==> src/rtl/pipe_hazard_ctrl.sv <==
// Pipeline hazard controller: load-use stall, multi-cycle busy hold, bus hold and jump flush/redirect.
// Optional performance counters are enabled by defining CTRL_PERF_EN.
module pipe_hazard_ctrl #(
   parameter int unsigned FLUSH_CYCLES      = 1,
   parameter int unsigned LOAD_STALL_CYCLES = 1
) (
   input  logic        clk,
   input  logic        rst,
   input  logic        jump_flag_i,
   input  logic [31:0] jump_addr_i,
   input  logic        ex_is_load_i,
   input  logic        ex_reg_we_i,
   input  logic [4:0]  ex_reg_waddr_i,
   input  logic        id_reg1_re_i,
   input  logic        id_reg2_re_i,
   input  logic [4:0]  id_reg1_raddr_i,
   input  logic [4:0]  id_reg2_raddr_i,
   input  logic        ex_busy_i,
   input  logic        bus_hold_i,
   output logic [2:0]  hold_flag_o,
   output logic        stall_o,
   output logic        jump_ctrl_o,
   output logic        jump_o,
   output logic [31:0] jump_addr_o,
   output logic [1:0]  state_o
`ifdef CTRL_PERF_EN
   ,
   output logic [31:0] perf_stall_cnt_o,
   output logic [31:0] perf_flush_cnt_o
`endif
);

   typedef enum logic [1:0] {
      StRun    = 2'd0,
      StFlush  = 2'd1,
      StLstall = 2'd2,
      StBusy   = 2'd3
   } state_e;

   localparam logic [2:0] FlushLoad = 3'(FLUSH_CYCLES - 1);
   localparam logic [2:0] StallLoad = 3'(LOAD_STALL_CYCLES - 1);

   state_e      state_q, state_d;
   logic [2:0]  cnt_q, cnt_d;
   logic        pend_q, pend_d;
   logic [31:0] pend_addr_q, pend_addr_d;

   logic        hz;
   logic        take_jump;
   logic [31:0] jump_tgt;
   logic [2:0]  hold_c;
   logic        stall_c;
   logic        jctrl_c;
   logic        jump_c;
   logic [31:0] jaddr_c;

   assign hz = ex_is_load_i & ex_reg_we_i & (ex_reg_waddr_i != 5'd0) &
               ((id_reg1_re_i & (id_reg1_raddr_i == ex_reg_waddr_i)) |
                (id_reg2_re_i & (id_reg2_raddr_i == ex_reg_waddr_i)));

   always_comb begin
      state_d     = state_q;
      cnt_d       = cnt_q;
      pend_d      = pend_q;
      pend_addr_d = pend_addr_q;
      take_jump   = 1'b0;
      jump_tgt    = jump_addr_i;
      hold_c      = 3'd0;
      stall_c     = 1'b0;
      jctrl_c     = 1'b0;
      jump_c      = 1'b0;
      jaddr_c     = 32'd0;

      unique case (state_q)
         StRun: begin
            if (jump_flag_i) begin
               take_jump = 1'b1;
            end else if (ex_busy_i) begin
               hold_c  = 3'd3;
               state_d = StBusy;
               pend_d  = 1'b0;
            end else if (bus_hold_i) begin
               hold_c = 3'd1;
            end else if (hz) begin
               stall_c = 1'b1;
               hold_c  = 3'd2;
               if (LOAD_STALL_CYCLES > 1) begin
                  state_d = StLstall;
                  cnt_d   = StallLoad;
               end
            end
         end
         StFlush: begin
            // EX holds a flushed instruction, so its jump/busy/hazard status is ignored.
            jctrl_c = 1'b1;
            cnt_d   = cnt_q - 3'd1;
            if (cnt_q <= 3'd1) begin
               state_d = StRun;
               cnt_d   = 3'd0;
            end
         end
         StLstall: begin
            if (jump_flag_i) begin
               take_jump = 1'b1;
            end else begin
               // A bus hold (1) never exceeds the stall hold (2).
               stall_c = 1'b1;
               hold_c  = 3'd2;
               cnt_d   = cnt_q - 3'd1;
               if (cnt_q <= 3'd1) begin
                  state_d = StRun;
                  cnt_d   = 3'd0;
               end
            end
         end
         StBusy: begin
            if (ex_busy_i) begin
               hold_c = 3'd3;
               if (jump_flag_i && !pend_q) begin
                  pend_d      = 1'b1;
                  pend_addr_d = jump_addr_i;
               end
            end else if (pend_q) begin
               take_jump = 1'b1;
               jump_tgt  = pend_addr_q;
            end else begin
               state_d = StRun;
               hold_c  = bus_hold_i ? 3'd1 : 3'd0;
            end
         end
      endcase

      if (take_jump) begin
         jump_c      = 1'b1;
         jctrl_c     = 1'b1;
         jaddr_c     = jump_tgt;
         hold_c      = 3'd0;
         stall_c     = 1'b0;
         pend_d      = 1'b0;
         pend_addr_d = 32'd0;
         if (FLUSH_CYCLES > 1) begin
            state_d = StFlush;
            cnt_d   = FlushLoad;
         end else begin
            state_d = StRun;
            cnt_d   = 3'd0;
         end
      end
   end

   always_ff @(posedge clk or negedge rst) begin
      if (!rst) begin
         state_q     <= StRun;
         cnt_q       <= 3'd0;
         pend_q      <= 1'b0;
         pend_addr_q <= 32'd0;
      end else begin
         state_q     <= state_d;
         cnt_q       <= cnt_d;
         pend_q      <= pend_d;
         pend_addr_q <= pend_addr_d;
      end
   end

   // Outputs are forced low for the whole time reset is asserted, not just after the edge.
   assign hold_flag_o = rst ? hold_c  : 3'd0;
   assign stall_o     = rst ? stall_c : 1'b0;
   assign jump_ctrl_o = rst ? jctrl_c : 1'b0;
   assign jump_o      = rst ? jump_c  : 1'b0;
   assign jump_addr_o = rst ? jaddr_c : 32'd0;
   assign state_o     = rst ? state_q : 2'd0;

`ifdef CTRL_PERF_EN
   logic [31:0] perf_stall_q, perf_stall_d;
   logic [31:0] perf_flush_q, perf_flush_d;

   always_comb begin
      perf_stall_d = perf_stall_q + (stall_o ? 32'd1 : 32'd0);
      perf_flush_d = perf_flush_q + (jump_o  ? 32'd1 : 32'd0);
   end

   always_ff @(posedge clk or negedge rst) begin
      if (!rst) begin
         perf_stall_q <= 32'd0;
         perf_flush_q <= 32'd0;
      end else begin
         perf_stall_q <= perf_stall_d;
         perf_flush_q <= perf_flush_d;
      end
   end

   assign perf_stall_cnt_o = perf_stall_q;
   assign perf_flush_cnt_o = perf_flush_q;
`endif

endmodule
==> config.mk <==
export PLATFORM = sky130hd
export DESIGN_NAME = pipe_hazard_ctrl
export DESIGN_NICKNAME = d
export VERILOG_FILES = /design/src/rtl/pipe_hazard_ctrl.sv
export SDC_FILE = /design/constraint.sdc
export NUM_CORES = 1
export LEC_CHECK = 0
export CAP_MARGIN = 20
export CORE_MARGIN = 3
export CORE_UTILIZATION = 39
export DETAILED_ROUTE_END_ITERATION = 12
export GPL_ROUTABILITY_DRIVEN = 0
export PLACE_DENSITY = 0.74
export SYNTH_ARGS = -nofsm -noshare
export SYNTH_HDL_FRONTEND = slang
export SYNTH_SLANG_ARGS = --single-unit
==> constraint.sdc <==
create_clock -name clk -period 1.95 [get_ports clk]
set_clock_uncertainty 0.2 [all_clocks]
set_input_delay 0.39 -clock clk [delete_from_list [all_inputs] [get_ports clk]]
set_output_delay 0.39 -clock clk [all_outputs]
set_load 0.02 [all_outputs]
==> run metrics <==
slew margin rel.=between 50% and 60%; Post-synth EDFFs=0; Avg Inst Size Synth=8.15 µm²; crit path max fanout=4; DRC viols=0; setup ws final=-367 ps; CP max-delay cell=dfrtp_2; RSZ-0062 raised after global routing=yes; final std cells w/o fill=slightly below 500; CTS sink count=34; die width=roughly 84 µm; GR Overflow Total=0; status=complete, but fails checks; Final min period=between 2000 and 2500 ps; insertion delay to the later sink of the worst-skew pair=around 280 ps; CP Capture Type=output pin; dpl ws=-1020 ps; Detail Placement HPWL=5000 µm; f_max=about 430 MHz; Initial Util=a little over two fifths; Ys Warns=0; share of cells above drive strength 1=37.0%; CP startpoint kind=flip-flop; Seq/Total Area, Yosys=36.0%; Cell variety after synth=30; clk slew on worst S/H paths=around 70 ps; Synth area leaders=dfrtp_1 (36%), nand2_1 (16%), mux2i_1 (14%); Yosys reg bits=34; WL final=between 7000 and 8000 µm; CP Data Arrival Time=about 1700 ps; CP peak stage delay=440 ps; asr flop ratio synth=100%; most used cell, CP=buf_4; sw frac=29.6%; peak supply drop=~0.29 mV; vias per cell=roughly 4.8; Final TNS setup=-11520 ps; synthesized area=between 2000 and 2500 µm²; PwrDens=538 nW/µm²; Hold Path Class=in2async; CTS tree=done; Pleak=1.98 nW; final instance area=~4200 µm²; crit-path cells=buf_4 -> buf_6 -> buf_4 -> or3_1 -> o22ai_1 -> buf_4; vias=2376; CP bufs+invs=4; share of power burned in registers=roughly two fifths; antenna viol nets, final=0; cell taking the most area after synthesis=dfrtp_1; final net count=475; Power Total=2.26 mW; Crit. path cell count=6; Setup-failing EPs final=37; CP Data Required Time=approximately 1400 ps; DRT iter0 DRCs=about 110; Vert. Die Dim=83.8 µm; area grow syn2layout=77.9%; vias in the first global route=roughly 2500; placed insts=471; final core occ=between 70% and 80%; row count=27; ANT cells=0; Hold Slack=between 100 and 150 ps; switching power of the nets=between 0.6 and 0.7 mW; drt pass-1 iters=4; clock power share=between 20% and 30%; Max Slew Vio Count=0; Port Buf Inserts=between 90 and 100; core area=5680 µm²; clock root cell=clkbuf_8; violated checks=setup timing; crit-path leading delay family=buffers and inverters; routed len/inst=approximately 15 µm; TritonCTS Buffers=5; DIE AREA=~7000 µm²; critical path class=reg2out; placed inst area=approximately 3800 µm²; Post-synth top flop=dfrtp_1; most frequent cells in the layout=nand2_1 (91), buf_6 (39), buf_4 (37); largest buffer count on any clock path=2; H-Tree Level Count=2; commonest non-fill, non-tap cell in the layout=nand2_1; syn nets=between 300 and 400; max-capacitance violation count=0; period utilization=119%; initial antenna violation count=0; I/O pins=96; Synth Instances=290; Worst Tran Pin Value=about 630 ps; Yosys top cell area share=a little over a third; reg2reg path depth=7; Global Route Usage Sum=between 20 and 25%; Logic pwr share=~32%; first-pass GRT wire length=approximately 12000 µm; largest net degree at the start of global routing=33; Int Pwr=1.59 mW; Hold Violations, Final=0
## registers in the layout, indices dropped and copies added (netlist names)
register	flops
pend_q	1
state_q	1
pend_addr_q	32
## layer usage
layer,routed length (µm),GRT usage [%]
met5,0,0
met3,334,4.05
met4,135,4.97
met1,2870,25.0
met2,3920,35.9
## synth_stat cells (2+ instances only)
cell / instances
mux2i_1: 32
buf_4: 3
nor2_1: 2
a21oi_2: 29
buf_2: 5
nand2_1: 102
dfrtp_1: 34
clkbuf_1: 6
buf_6: 8
inv_1: 33
xor2_1: 8
nor4_1: 2
nor3_1: 3
a21oi_1: 4
and2_1: 3
xnor2_1: 2
## final cells by class
class / instances / area [µm²]
multi-input cells: 200 / 1560
well taps: 72 / 90.1
clock inverters: 1 / 30.0
inverters: 34 / 135
repair buffers: 144 / 1450
fillers: 422 / 1470
clock buffers: 6 / 82.6
flip-flops and latches: 34 / 852
## power by group through the flow
stage / registers (mW) / clock network, mW / logic [mW]
floorplan: 0.860 / 0 / 0.386
global placement: 0.871 / 0 / 0.645
detailed placement: 0.874 / 0 / 0.661
CTS: 0.864 / 0.664 / 0.709
global route: 0.882 / 0.703 / 0.793
finish: 0.872 / 0.659 / 0.731
## kinds of logic after synthesis
kind of cell,share of synthesized area (%)
mux,13.6
flops,36.0
other cells,0.159
buf+inv,12.2
compound gates,13.4
simple gates,21.0
xor+xnor,3.71
## what timing repair did
item | 4_1_cts | 5_1_grt
buffers inserted | 7 | 2
endpoints found under the setup margin | 40 | 39
endpoints found under the hold margin | 24 | 0
pin swaps | 10 | 2
gates cloned | 2 | 1
hold buffers | 3 | 0
gates resized for setup | 259 | 27
## worst register-to-register path, cell delays in order (launching register included)
cell	delay (ps)
dfrtp_2	440
buf_4	150
buf_6	110
buf_4	140
o21ai_0	120
a21o_4	230
buf_12	170
mux2i_1	250
## final timing paths
path                            startpoint               to  slack, ps
max in group asynchronous              rst  pend_addr_q[18]        540
hold reg to reg            pend_addr_q[22]  pend_addr_q[22]        320
min in group clk           pend_addr_q[22]  pend_addr_q[22]        320
hold / removal                         rst   pend_addr_q[7]        110
setup / recovery                state_q[0]   hold_flag_o[1]       -370
setup reg to reg                state_q[0]  pend_addr_q[18]         60
(Power assumes the default switching activity.)
